==> src/rtl/seg7_pkg.sv <==
// Shared constants for the seven-segment scan driver: segment encodings,
// blank/off patterns and the digit-to-anode helper.
package seg7_pkg;

   localparam logic [6:0] SEG_BLANK = 7'h7F;
   localparam logic [3:0] AN_OFF    = 4'hF;

   // Active-low {g,f,e,d,c,b,a} patterns, indexed by nibble value
   localparam logic [6:0] HEX_SEG [16] = '{
      7'h40, 7'h79, 7'h24, 7'h30,
      7'h19, 7'h12, 7'h02, 7'h78,
      7'h00, 7'h10, 7'h08, 7'h03,
      7'h46, 7'h21, 7'h06, 7'h0E
   };

   function automatic logic [3:0] anode_for(input logic [1:0] sel);
      return ~(4'b0001 << sel);
   endfunction

endpackage

==> src/rtl/hex_to_seg7.sv <==
// Combinational hex nibble to active-low seven-segment decoder.
module hex_to_seg7
   import seg7_pkg::*;
(
   input  logic [3:0] i_nibble,
   output logic [6:0] o_seg
);

   assign o_seg = HEX_SEG[i_nibble];

endmodule

==> src/rtl/seg7_scan.sv <==
// Four-digit multiplexed hex display driver. The input value is snapshotted
// at the start of every frame so a frame never mixes old and new digits.
module seg7_scan
   import seg7_pkg::*;
#(
   parameter int REFRESH_DIV = 100000,
   parameter bit BLANK_LZ    = 1'b0
)(
   input  logic        clk,
   input  logic        rst,
   input  logic        en,
   input  logic [15:0] value,
   input  logic [3:0]  dp_mask,
   output logic [3:0]  an,
   output logic [6:0]  seg,
   output logic        dp
);

   localparam int              CNT_W    = $clog2(REFRESH_DIV);
   localparam logic [CNT_W-1:0] CNT_LAST = CNT_W'(REFRESH_DIV - 1);

   logic [CNT_W-1:0] r_refresh_cnt;
   logic [1:0]       r_digit_sel;
   logic [15:0]      r_value_q;
   logic [3:0]       r_dp_q;
   logic [3:0]       r_an;
   logic [6:0]       r_seg;
   logic             r_dp;

   logic             w_tick;
   logic             w_frame_start;
   logic [3:0]       w_nibbles [4];
   logic [3:0]       w_nibble;
   logic [6:0]       w_dec_seg;
   logic [3:0]       w_lz_zero;
   logic             w_blank;
   logic [3:0]       w_an_next;
   logic [6:0]       w_seg_next;
   logic             w_dp_next;

   assign w_tick        = (r_refresh_cnt == CNT_LAST);
   assign w_frame_start = (r_refresh_cnt == '0) && (r_digit_sel == 2'd0);

   // w_lz_zero[i]: nibbles i..3 all zero; digit 0 is never blanked
   assign w_lz_zero[0] = 1'b0;
   genvar gi;
   generate
      for (gi = 0; gi < 4; gi++) begin : g_nib
         assign w_nibbles[gi] = r_value_q[gi*4 +: 4];
      end
      for (gi = 1; gi < 4; gi++) begin : g_lz
         assign w_lz_zero[gi] = (r_value_q[15:gi*4] == '0);
      end
   endgenerate

   assign w_nibble = w_nibbles[r_digit_sel];
   assign w_blank  = BLANK_LZ && w_lz_zero[r_digit_sel];

   hex_to_seg7 u_dec (
      .i_nibble (w_nibble),
      .o_seg    (w_dec_seg)
   );

   always_comb begin
      w_an_next  = AN_OFF;
      w_seg_next = SEG_BLANK;
      w_dp_next  = 1'b1;
      if (en && !w_blank) begin
         w_an_next  = anode_for(r_digit_sel);
         w_seg_next = w_dec_seg;
         w_dp_next  = ~r_dp_q[r_digit_sel];
      end
   end

   always_ff @(posedge clk) begin
      if (rst) begin
         r_refresh_cnt <= '0;
         r_digit_sel   <= 2'd0;
         r_value_q     <= 16'h0000;
         r_dp_q        <= 4'h0;
         r_an          <= AN_OFF;
         r_seg         <= SEG_BLANK;
         r_dp          <= 1'b1;
      end else begin
         r_refresh_cnt <= w_tick ? '0 : r_refresh_cnt + CNT_W'(1);
         if (w_tick) begin
            r_digit_sel <= r_digit_sel + 2'd1;
         end
         if (w_frame_start) begin
            r_value_q <= value;
            r_dp_q    <= dp_mask;
         end
         r_an  <= w_an_next;
         r_seg <= w_seg_next;
         r_dp  <= w_dp_next;
      end
   end

   assign an  = r_an;
   assign seg = r_seg;
   assign dp  = r_dp;

endmodule

==> config.mk <==
export PLATFORM = sky130hd
export DESIGN_NAME = seg7_scan
export DESIGN_NICKNAME = d
export VERILOG_FILES = /design/src/rtl/seg7_pkg.sv /design/src/rtl/hex_to_seg7.sv /design/src/rtl/seg7_scan.sv
export SDC_FILE = /design/constraint.sdc
export NUM_CORES = 1
export LEC_CHECK = 0
export BUFFER_PORTS_ARGS = -buffer_cell sky130_fd_sc_hd__buf_4
export CORE_ASPECT_RATIO = 1.75
export CORE_MARGIN = 4
export CORE_UTILIZATION = 50
export DETAILED_ROUTE_END_ITERATION = 8
export GPL_TIMING_DRIVEN = 0
export HOLD_SLACK_MARGIN = 0.08
export PLACE_DENSITY = 0.76
export SLEW_MARGIN = 20
export SYNTH_ARGS = -nofsm -noshare
export SYNTH_HDL_FRONTEND = slang
export SYNTH_SLANG_ARGS = --single-unit
==> constraint.sdc <==
create_clock -name clk -period 1.9 [get_ports clk]
set_clock_uncertainty 0.05 [all_clocks]
set_input_delay 0.38 -clock clk [delete_from_list [all_inputs] [get_ports clk]]
set_output_delay 0.38 -clock clk [all_outputs]
set_load 0.01 [all_outputs]
Yosys cells after proc, flatten, opt, wreduce, memory -nomap -nowiden. Memories as Yosys holds them, arrays and structs flattened. A register that Yosys moved wholly into a read port is not among the register bits. Index checks and enable logic that the tools add are counted.

Flip-flop bits (word level): 44. Bits in read-only memories: 112. Logic and storage cells: 28. Memories kept: 1.

Memories: (name not given) (depth 16, width 7, rd ports 1, clocked after memory_dff 1, write ports 0, RTL line hex_to_seg7.sv:9) `assign o_seg = HEX_SEG[i_nibble];`.

$add $sub $neg: 2. Magnitude comparators: 2. Equal/unequal tests: 1. Shift operators: 1. Multiplexer cells: 5. Bitwise logic cells: 5. Reduce and logical (&&, ||, !) cells: 5.

Operators by type and width (number): 17-bit by 1-bit adder with 17-bit output (second input constant) (1); 17-bit == test (second input constant) (1); 17-bit zero test (1); 4-bit binary-select mux with 2-bit select (1); 4-bit 2-to-1 mux (2); 4-bit inverter with 5-bit output (1); 4-bit inverter (1); 2-bit OR reduction (2); 1-bit by 2-bit << shifter with 4-bit output (first input constant) (1); 3-bit greater-or-equal comparator (second input constant) (1); 2-bit by 3-bit < comparator with 1-bit output (second input constant) (1); 2-bit inverter with 3-bit output (1); 2-bit by 1-bit adder with 2-bit output (second input constant) (1); 1-bit binary-select mux with 2-bit select (1); 2-bit zero test (1); 1-bit inverter (2); 1-bit logical AND (1); 1-bit 2-to-1 mux (1).

Longest topological paths before layout.
Depth after elaboration: 5. Gate-level depth with buffers: 7. Depth with buffers taken out: 6.

Modules after synthesis. From an unflattened synthesis, not the netlist that was laid out.

Cells, all modules: 269. Area total of the unflattened synthesis: 2422.3 um^2.

By module, submodules not included: seg7_scan (instances 1, cells each 234, area each 2174.6 um^2); hex_to_seg7 (instances 1, cells each 35, area each 247.7 um^2).

Worst setup path after synthesis. Ideal clock, no wire load.

Kind: register -> register. Start point: register r_digit_sel[0]. End point: register r_seg[1] (netlist: seg[1]). Library setup time: 0.122 ns. Arrival time: 1.747 ns. Data required time: 1.728 ns. Path slack: -0.019 ns. Cell stages (with the launch flop): 6. Buffers on the path: 2. Clock period less this slack: 1.919 ns. Cells stage by stage: dfxtp_1 -> buf_6 -> mux4_2 -> buf_4 -> mux2_2 -> a221o_1.

Longest elaborated chain between the ends: 5.

Ends and longest elaborated chain: start, declared (RTL line seg7_scan.sv:23) `logic [1:0] r_digit_sel;`; start signal, assigned (RTL line seg7_scan.sv:87) `r_digit_sel <= r_digit_sel + 2'd1;`; 2-bit inverter with 3-bit output (implied by the code) (RTL line seg7_scan.sv:56) `assign w_nibble = w_nibbles[r_digit_sel];`; 4-bit binary-select mux with 2-bit select (RTL line seg7_scan.sv:56); 4-bit 2-to-1 mux (implied by the code) (2 in a row) (RTL line seg7_scan.sv:56); 4-bit inverter with 5-bit output (implied by the code) (RTL line hex_to_seg7.sv:9); end, declared (RTL line seg7_scan.sv:27) `logic [6:0] r_seg;`.

No other way between the ends. The select of a mux whose other input is x is not followed. A chain may end at the register's enable or synchronous reset.

Final worst setup path.
Start point: register r_digit_sel[0]. End point: register r_seg[6] (netlist: seg[6]).

Same word-level chain as after synthesis.

==> results_dict.tcl <==
set metrics [dict create \
    ys.flop_type "dfxtp_1" \
    synth.ff_latch_count 51 \
    critPathRequiredTime_ns 2.06 \
    rows 32 \
    drt_pass1_iterations 4 \
    fin_nets 346 \
    cts_tree "built" \
    antenna_found_initial 0 \
    post-route-drc-count 0 \
    postRouteAntennaNets 0 \
    clockBufferDepth 2 \
    fillers 381 \
    track_usage_pct 20.68 \
    clk_latency_ns 0.30 \
    arrival_ns 2.13 \
    numCtsBuffers 5 \
    crit_type "flop to flop" \
    fin_crit_ns 1.972 \
    power_w 0.002219 \
    powerDensity_nw_per_um2 753.6 \
    grt_pass1_wl_mm 9.356 \
    drv_cap 0 \
    finalSetupViolations 3 \
    place_congestion 0.9350 \
    grt_pass1_vias 2076 \
    detail_route.wl_per_cell_um 16.06 \
    yosysWarnings 0 \
    synthTopCellsByArea "dfxtp_1 (44%), ha_1 (6.5%), o21ai_0 (6.2%)" \
    min_path_type "input pin to flop" \
    synth_fa_ha_area_share_pct 6.459 \
    clockRootBuffer "clkbuf_8" \
    synth.cell_area_um2 2325 \
    dp_cells 345 \
    die_h_um 98.20 \
    fin_util_pct 66.24 \
    synthCells 261 \
    die_x_um 59.55 \
    hold_violations 0 \
    synth_top_family_by_area "simple AND/OR/NAND/NOR gates" \
    timing.final.ws_setup_ns -0.07211 \
    grt_max_degree 16 \
    ff_latch_area_um2 1031 \
    synth.net_count 296 \
    io_pins 35 \
    status "complete, but fails checks" \
    worst_slew_pin_slew_ns 0.4857 \
    yosysTopAreaCell "dfxtp_1" \
    core_area_um2 4444 \
    synth_common_cells "dfxtp_1 (51), o21ai_0 (29), a21oi_1 (27), nand3_1 (26), nor2_1 (16)" \
    setup_tns_ns -0.1360 \
    ys_seq_area_share_pct 43.92 \
    synth_simple_gate_area_share_pct 18.95 \
    clock-sinks 51 \
    rsz0062_at_grt "yes" \
    clk_pin_slew_ns 0.10 \
    routed_via_density 5.733 \
    crit_path_max_fanout 7 \
    drt_iter0_drc 89 \
    synth_xor_area_share_pct 4.144 \
    synthArstFlopShare_pct 0 \
    multi_input_area_um2 1276 \
    slew_headroom_pct 67.62 \
    muxShareOfSynthArea_pct 5.759 \
    hold_ws_ns 0.2767 \
    failed_checks "setup timing" \
    dp_hpwl_mm 4.121 \
    max_freq_mhz 507.1 \
    startpoint_type "flop" \
    end_kind "flop" \
    p_leak_nw 1.081 \
    synth_edf_count 0 \
    layout-drive-gt1-share_pct 28.53 \
    overflow 0 \
    initial_core_util_pct 52.31 \
    r2r_slack_ns -0.07 \
    synth.avg_cell_area_um2 8.907 \
    synth-compound-area-share_pct 15.45 \
    wirelength_mm 5.831 \
    fin_cells 363 \
    min_period_over_period_pct 103.8 \
    cts_max_level 2 \
    ctsHoldBuffers 0 \
    synth.most_common_cell "dfxtp_1" \
    design.die.area_um2 5847 \
    netlist-cell-type-count 36 \
    num_antenna_cells 0 \
    netlist.area_leader.share_pct 43.92 \
    area_growth_pct 26.64 \
    maxSlewViolCount 0 \
    numPortBuffers 33 \
    ir_drop_mv 0.5624 \
    dr_total_vias 2081 \
]
## critical path, cell delays in order (launching register included)
cell	delay (ns)
dfxtp_2	0.34
buf_6	0.14
mux4_2	0.60
ha_2	0.23
nand2_2	0.09
o21ai_0	0.12
a221o_1	0.30
## final timing paths
check / to / startpoint / cells after the start
max: seg[6]$_SDFF_PP1_ / r_digit_sel[0]$_SDFFE_PP0N_ / 6
min: r_value_q[4]$_SDFFE_PP0P_ / value[4] / 3
max reg2reg: seg[6]$_SDFF_PP1_ / r_digit_sel[0]$_SDFFE_PP0N_ / 6
min reg2reg: r_refresh_cnt[0]$_SDFF_PP0_ / r_refresh_cnt[0]$_SDFF_PP0_ / 1
## per-stage QoR
stage | setup slack [ns] | cell area [um^2]
3_5_place_dp | -0.4057 | 2638
4_1_cts | 0.001521 | 2854
3_3_place_gp | -0.3492 | 2638
5_1_grt | -0.1428 | 2944
6_report | -0.07211 | 2944
2_1_floorplan | 0.01459 | 2326
## power by group
part	switching, W	internal, W	total (W)
registers	0.0000325	0.00113	0.00116
logic	0.000185	0.000176	0.000362
clock network	0.000363	0.000332	0.000695
## routing by layer
metal  up-vias  global-route usage [%]  wire length, um  share of wire, %
li1       1021                       -                -                 -
met1      1001                   21.06             2147                37
met2        45                   39.43             3378                58
met3        14                   2.513              176               3.0
met4         0                   9.044              128               2.2
met5         -                       0                0                 0
## cells in the final DEF (no fill, tap or decap), types with 9 or more instances in the layout
cell type  netlist  layout
xnor2_1         10      10
clkbuf_1        15       9
inv_1           13      11
nor2_1          16      16
nand2_1         11       9
a21oi_1         27      27
nand3_1         26      26
buf_4            1      43
o21ai_0         29      28
dfxtp_1         51      45
## state kept, by name, indices dropped and copies added (netlist names)
register	flops
r_refresh_cnt	17
r_dp_q	4
an	4
seg	7
r_value_q	16
dp	1
r_digit_sel	2
## cells by family (layout without fill, tap and decap cells)
group / Yosys count / count (layout)
compound gates: 65 / 65
flops: 51 / 51
buf+inv: 30 / 81
fa+ha+maj: 12 / 12
simple gates: 85 / 85
mux: 7 / 7
xor+xnor: 11 / 11
## layout make-up
cell class	count	share of cell area (%)
Tap cell	51	2.167
Multi-Input combinational cell	180	43.35
Inverter	13	1.742
Clock inverter	1	0.2550
Sequential cell	51	35.02
Timing Repair Buffer	44	11.35
Buffer	16	2.847
Clock buffer	7	3.272
## what timing repair did
action | in CTS | in global routing
gates resized for setup | 18 | 25
pin swaps | 2 | 4
setup endpoints to repair | 39 | 37
setup buffers | 7 | 4
No activity file was read; power rests on OpenSTA's default activity.
